[src/rtl/cordic_pkg.sv]
// Shared CORDIC constants: quadrant tags from the input pre-rotation stage
// and the default data/tag widths used by the rotator and its neighbours.
package cordic_pkg;

  // Quadrant codes produced by the input pre-rotation stage
  localparam int QUAD_1 = 1;
  localparam int QUAD_2 = 2;
  localparam int QUAD_3 = 3;
  localparam int QUAD_4 = 4;

  // Default widths shared across the CORDIC sine/cosine path
  localparam int CORDIC_WIDTH = 20;
  localparam int CORDIC_QW    = 3;

endpackage

[src/rtl/cordic_quad_fold.sv]
// Combinational quadrant fold-back for raw CORDIC (x, y) results.
// Optional macro OUTMAP_SAT_EN: negating the most negative value clamps to
// the most positive value and raises sat; otherwise negation wraps and sat=0.
module cordic_quad_fold
  import cordic_pkg::*;
#(
  parameter int WIDTH = CORDIC_WIDTH,
  parameter int QW    = CORDIC_QW
) (
  input  logic signed [WIDTH-1:0] x,
  input  logic signed [WIDTH-1:0] y,
  input  logic        [QW-1:0]    quad,
  output logic signed [WIDTH-1:0] fx,
  output logic signed [WIDTH-1:0] fy,
  output logic                    sat
);

  logic signed [WIDTH-1:0] neg_x;
  logic signed [WIDTH-1:0] neg_y;
  logic                    sat_x;
  logic                    sat_y;

`ifdef OUTMAP_SAT_EN
  localparam logic signed [WIDTH-1:0] MIN_VAL = {1'b1, {(WIDTH-1){1'b0}}};
  localparam logic signed [WIDTH-1:0] MAX_VAL = {1'b0, {(WIDTH-1){1'b1}}};

  // Saturating negation: only the most negative value cannot be negated
  always_comb begin
    sat_x = (x == MIN_VAL);
    sat_y = (y == MIN_VAL);
    neg_x = sat_x ? MAX_VAL : -x;
    neg_y = sat_y ? MAX_VAL : -y;
  end
`else
  // Plain two's complement negation; the most negative value wraps onto itself
  always_comb begin
    sat_x = 1'b0;
    sat_y = 1'b0;
    neg_x = -x;
    neg_y = -y;
  end
`endif

  // Quadrant fold-back: Q2 rotates by +90 degrees, Q3 by 180, others pass through
  always_comb begin
    fx  = x;
    fy  = y;
    sat = 1'b0;
    if (quad == QW'(QUAD_2)) begin
      fx  = neg_y;
      fy  = x;
      sat = sat_y;
    end else if (quad == QW'(QUAD_3)) begin
      fx  = neg_x;
      fy  = neg_y;
      sat = sat_x | sat_y;
    end else if ((quad == QW'(QUAD_1)) || (quad == QW'(QUAD_4))) begin
      fx  = x;
      fy  = y;
    end
  end

endmodule

[src/rtl/cordic_quadrant_map_pipe.sv]
// Quadrant-correction stage with a 2-entry output FIFO and valid/ready
// handshakes on both sides. in_ready depends only on registered state and rst.
// Optional macro OUTMAP_SAT_EN: stores a per-sample saturation flag (out_sat).
module cordic_quadrant_map_pipe
  import cordic_pkg::*;
#(
  parameter int WIDTH = CORDIC_WIDTH,
  parameter int QW    = CORDIC_QW,
  parameter int TAG_W = 8
) (
  input  logic                    clk,
  input  logic                    rst,
  input  logic                    in_valid,
  output logic                    in_ready,
  input  logic signed [WIDTH-1:0] in_x,
  input  logic signed [WIDTH-1:0] in_y,
  input  logic        [QW-1:0]    in_quad,
  input  logic        [TAG_W-1:0] in_tag,
  output logic                    out_valid,
  input  logic                    out_ready,
  output logic signed [WIDTH-1:0] out_x,
  output logic signed [WIDTH-1:0] out_y,
  output logic        [TAG_W-1:0] out_tag,
  output logic                    out_sat
);

`ifdef OUTMAP_SAT_EN
  localparam int DW = 2*WIDTH + TAG_W + 1;
`else
  localparam int DW = 2*WIDTH + TAG_W;
`endif

  logic signed [WIDTH-1:0] map_x;
  logic signed [WIDTH-1:0] map_y;
  logic                    map_sat;
  logic [DW-1:0]           new_entry;
  logic [DW-1:0]           r0;
  logic [DW-1:0]           r1;
  logic [1:0]              count;
  logic                    push;
  logic                    pop;

  cordic_quad_fold #(
    .WIDTH (WIDTH),
    .QW    (QW)
  ) u_fold (
    .x    (in_x),
    .y    (in_y),
    .quad (in_quad),
    .fx   (map_x),
    .fy   (map_y),
    .sat  (map_sat)
  );

`ifdef OUTMAP_SAT_EN
  assign new_entry = {map_sat, map_x, map_y, in_tag};
  assign out_sat   = r0[DW-1];
`else
  assign new_entry = {map_x, map_y, in_tag};
  assign out_sat   = map_sat;
`endif

  assign in_ready  = (count != 2'd2) & ~rst;
  assign out_valid = (count != 2'd0);
  assign push      = in_valid & in_ready;
  assign pop       = out_valid & out_ready;
  assign out_tag   = r0[TAG_W-1:0];
  assign out_y     = r0[TAG_W +: WIDTH];
  assign out_x     = r0[TAG_W+WIDTH +: WIDTH];

  // Two-entry FIFO: r0 is always the head presented on the output
  always_ff @(posedge clk) begin
    if (rst) begin
      count <= 2'd0;
      r0    <= '0;
      r1    <= '0;
    end else begin
      case ({push, pop})
        2'b10: begin
          if (count == 2'd0) r0 <= new_entry;
          else               r1 <= new_entry;
          count <= count + 2'd1;
        end
        2'b01: begin
          r0    <= r1;
          count <= count - 2'd1;
        end
        2'b11: begin
          if (count == 2'd1) begin
            r0 <= new_entry;
          end else begin
            r0 <= r1;
            r1 <= new_entry;
          end
        end
        default: ;
      endcase
    end
  end

endmodule

[config.mk]
export PLATFORM = sky130hd
export DESIGN_NAME = cordic_quadrant_map_pipe
export DESIGN_NICKNAME = d
export VERILOG_FILES = /design/src/rtl/cordic_pkg.sv /design/src/rtl/cordic_quad_fold.sv /design/src/rtl/cordic_quadrant_map_pipe.sv
export SDC_FILE = /design/constraint.sdc
export NUM_CORES = 1
export LEC_CHECK = 0
export CAP_MARGIN = 10
export CORE_ASPECT_RATIO = 1.5
export CORE_MARGIN = 2
export CORE_UTILIZATION = 54
export CTS_BUF_LIST = sky130_fd_sc_hd__clkbuf_8
export CTS_CLUSTER_SIZE = 40
export DETAILED_ROUTE_END_ITERATION = 10
export PLACE_DENSITY = 0.83
export SETUP_SLACK_MARGIN = 0.5
export SLEW_MARGIN = 20
export SYNTH_ARGS = -nofsm -noshare
export SYNTH_HDL_FRONTEND = slang
export SYNTH_SLANG_ARGS = --single-unit
[constraint.sdc]
create_clock -name clk -period 2.8 [get_ports clk]
set_input_delay 0.42 -clock clk [delete_from_list [all_inputs] [get_ports clk]]
set_output_delay 0.42 -clock clk [all_outputs]
set_load 0.005 [all_outputs]
== After elaboration in Yosys (flattened, before gate mapping) ==
Cells that the tools add are included.
Word-level totals
  flip-flop bits (word level): 98
  output and inout bits: 51
  word-level logic and storage cells: 39
Cells by class
  $add $sub $neg: 4
  equal/unequal tests: 10
  muxes and demuxes: 11
  bitwise logic cells: 4
  reductions and logical operators: 7
Operator list (count)
  $mux 48: 4
  $pmux 48 s3: 1
  $pmux 48 s2: 1
  $mux 20: 4
  $neg 20->20: 2
  $ne 2x2->1 const B: 4
  $eq 3x2->1 const B: 2
  $reduce_bool 2->1: 3
  $eq 2x1->1 const B: 2
  $eq 2x2->1 const B: 2
  $pmux 2 s2: 1
  $and 1x1->1: 3
  $reduce_and 3->1: 1
  $reduce_bool 3->1: 1
  $add 2x1->2 const B: 1
  $logic_not 2->1: 1
  $reduce_and 2->1: 1
  $sub 2x1->2 const B: 1
  $not 1->1: 1

== Depth between registers and ports, before layout ==
  depth after elaboration: 6
  gate-level depth with buffers: 12

== Modules after synthesis ==
From an unflattened synthesis, not the netlist that was laid out.
Second synthesis, totals
  cells, all modules: 798
  area total of the unflattened synthesis: 6486.2 um^2
Modules (own cells, without submodules)
  cordic_quadrant_map_pipe: times used 1, cells each 544, area an instance 4903.5 um^2, seq. area each 1961.9 um^2
  cordic_quad_fold: times used 1, cells each 254, area an instance 1582.8 um^2, seq. area each 0.0 um^2

== Worst setup path before layout ==
OpenSTA, ideal clock, no wires.
  path type: input port to flip-flop
  from: input in_x[2]
  to: register r0[45]
  setup time: 128 ps
  data arrival time: 2339 ps
  required time: 2672 ps
  path slack: 332 ps
  stages on the path: 6
  buffers on the path: 0
  cells stage by stage: nor4_1 -> nand3_1 -> nor4_1 -> mux2_2 -> a221oi_1 -> a21oi_1
On the way
  cells in the longest elaborated chain, start to end: 5
Ends and longest elaborated chain
  from (decl): line cordic_quadrant_map_pipe.sv:15  | input logic signed [WIDTH-1:0] in_x,
  $neg 20->20 (*): line cordic_quad_fold.sv:39  | neg_x = -x;
  $mux 20 (*): line cordic_quad_fold.sv:53  | end else if (quad == QW'(QUAD_3)) begin
  $mux 20 (*): line cordic_quad_fold.sv:49  | if (quad == QW'(QUAD_2)) begin
  $mux 48 (on tied branches): line cordic_quadrant_map_pipe.sv:89, cordic_quadrant_map_pipe.sv:80
  $pmux 48 s3 (*): line cordic_quadrant_map_pipe.sv:78  | case ({push, pop})
  to (signal assigned): line cordic_quadrant_map_pipe.sv:80  | if (count == 2'd0) r0 <= new_entry;
  to (signal assigned): line cordic_quadrant_map_pipe.sv:90  | r0 <= new_entry;
  to (signal assigned): line cordic_quadrant_map_pipe.sv:92  | r0 <= r1;
  to (decl): line cordic_quadrant_map_pipe.sv:37  | logic [DW-1:0] r0;
Mark *: on every way between the ends. The rest lies on a longest branch, timed or not. The select of a mux whose other input is x is not followed.
A chain may end at the register's enable or synchronous reset.

== Final worst setup path ==
  from: input in_x[0]
  to: register r0[32]
The elaborated chain is that of the path after synthesis.

==> impl_results.md <==
* Final net count at 904
* Initial antenna violation count at 0
* Synth Instances at 684
* Global-route wire length before repair at 30000 um
* WHS at 0.464 ns
* Post-route setup slack at 0.478 ns
* Grt total ovfl at 0
* Routed wire length at ~20000 um
* Synth top cells by count: 98 x dfxtp_1, 93 x nand2_1, 67 x nor2_1
* Crit path kind: input port to flip-flop
* Largest net degree at the start of global routing at 77
* DP HPWL at 13000 um
* Setup violators final at 0
* Peak VDD IR at 0.535 mV
* Clk_lat worst skew at 0.38 ns
* Max_cap viols at 0
* Post-Synth Simple-Gate Area at 21.0%
* Period utilization at 82.9%
* Post-CTS Hold Buffers at 0
* Largest family of logic cells by synthesized area: compound AO/OA/AOI/OAI gates
* Mapped cell area at 5480 um^2
* Ant. Diodes at 0
* DRT iter0 DRCs at roughly 740
* Crit end category: flip-flop
* Detailed-router iteration count before antenna repair at 9
* DR vias/cell at 6.64
* Via count at approximately 6400
* Slew @ Worst Pin at 0.821 ns
* Pleak at 0.00303 uW
* Worst-path clk slew at ~0.10 ns
* Total power draw at roughly 5400 uW
* Die height at roughly 130 um
* # rows at 45
* Core outline area at 10000 um^2
* Relative slew slack at ~45%
* Unrepaired setup endpoints after global routing: false
* GP Congestion at 0.923
* Initial core utilization at 54.7%
* Most frequent cell after synthesis: dfxtp_1
* H-tree lvl count at 3
* Worst Skew at 0.00949 ns
* Mux share of post-synthesis cell area at 4.11%
* CTS sink cnt at 98
* Layout cells sized above 1 at 23.4%
* Yosys reg bits at 98
* Vias in the first global route at just under 6000
* PortBufs at 104
* Crit path time final at around 2.3 ns
* Fraction of the mapped netlist area in compound gates at 27.7%
* Post-route DRC at 0
* DIE WIDTH at approximately 86 um
* PD cells at 694 nW/um^2
* Die area at 11000 um^2
* TritonCTS Buffers at 9
* Root Buffer: clkbuf_8
* Clock Tree Buf Depth at 2
* Fin util at roughly four fifths
* Status: completed
* Crit-path max FO at 4
* Routed WL per cell at 20.3 um
* Post-synthesis xor/xnor area fraction at 2.72%
* Mean post-synth cell area at 8.02 um^2
* Tightest Hold Check Type: flip-flop to flip-flop
* Final hold vios at 0
* Max-slew violations at 0
* Synth top area share at between 30% and 40%
* Area delta synth->final at 42.6%
* CP Launch Type: input port
* Placement Setup Slack at -0.125 ns
* Yosys top cell by area: dfxtp_1
* Max Freq at 431 MHz
* Async set-reset flop share out of synthesis at 0%
* Sequential share of the synthesized area at between 30 and 40%
* Total track usage at around 34%
* Critical path arrival at 2.57 ns
* Post-synth EDFFs at 0
* Dominant synthesized flop cell: dfxtp_1
* Top cells by area, synth: dfxtp_1 36%, nand2_1 6.4%, nor2_1 4.6%, a21oi_1 4.6%, mux2i_1 3.3%
* Worst EP required at 3.05 ns
* Unique cell type count in the Yosys netlist at 67
* Adder-cell share of the synthesized area at 1.83%
* Syn_nets at 747
* TritonCTS clock tree: built
* Synth warn at 0
* Io pins at 106
* Final ANT Viol Nets at 0
## metrics by stage
stage | std cells | TNS, ns | area (um^2)
6_report | 963 | 0 | 7820
3_3_place_gp | 926 | -0.143 | 7060
2_1_floorplan | 684 | 0 | 5540
5_1_grt | 963 | 0 | 7820
4_1_cts | 954 | 0 | 7540
3_5_place_dp | 926 | -1.03 | 7060
## worst max-delay path, cell delays in order
cell,delay (ns)
clkdlybuf4s50_1,0.47
inv_1,0.08
ha_1,0.17
nor3b_1,0.19
buf_4,0.16
buf_4,0.12
nor3_1,0.04
o21ai_0,0.25
o221ai_1,0.25
a222oi_1,0.36
nor2_1,0.06
## flip-flops by register name (all words and copies together), names as in the netlist
register and flops:
r0 48, r1 48, count 2
## final timing paths
check	start	endpoint	slack, ns	cells after the start
max	in_x[0]	r0[32]	0.48	11
min	r1[12]	r1[12]	0.46	2
max reg2reg	count[0]	r1[3]	0.51	12
min reg2reg	r1[12]	r1[12]	0.46	2
## cells by family (layout without fill, tap and decap cells)
| logic type | after synthesis | after routing |
|---|---|---|
| flops | 98 | 98 |
| xor+xnor | 17 | 17 |
| buf+inv | 74 | 235 |
| other cells | 1 | 1 |
| fa+ha+maj | 8 | 8 |
| compound gates | 215 | 215 |
| mux | 22 | 22 |
| simple gates | 249 | 250 |
## layer usage
layer,routed length (um),GRT usage [%],vias to the layer above
li1,-,-,2857
met1,7300,41.0,3027
met2,9890,59.0,421
met3,1480,5.62,87
met4,913,16.7,0
met5,0,0,-
## report_power, final
group	switching [uW]	leakage, uW	internal, uW
Clock	533	0.000103	421
Combinational	1260	0.00212	1230
Sequential	217	0.000803	1760
## cell usage in the layout, fill, tap and decap left out, drive strengths merged, types with 17 or more instances in the layout
master	count
a221oi	17
nor3	32
a22oi	22
o21ai	38
nand2	93
clkdlybuf4s50	83
nor2	67
buf	102
a21oi	50
mux2i	18
dfxtp	98
o22ai	23
## timing repair
item,CTS,global route
buffers inserted,10,8
pin swaps,17,15
setup endpoints to repair,89,87
resized for setup,60,59
gates cloned,2,1
## layout make-up
type	count	area [um^2]
Fill cell	701	2200
Timing Repair Buffer	206	1970
Clock buffer	9	124
Inverter	13	48.8
Sequential cell	98	1960
Multi-Input combinational cell	513	3490
Clock inverter	7	75.1
Tap cell	117	146
Note: power is estimated with default switching activity, not from simulation.
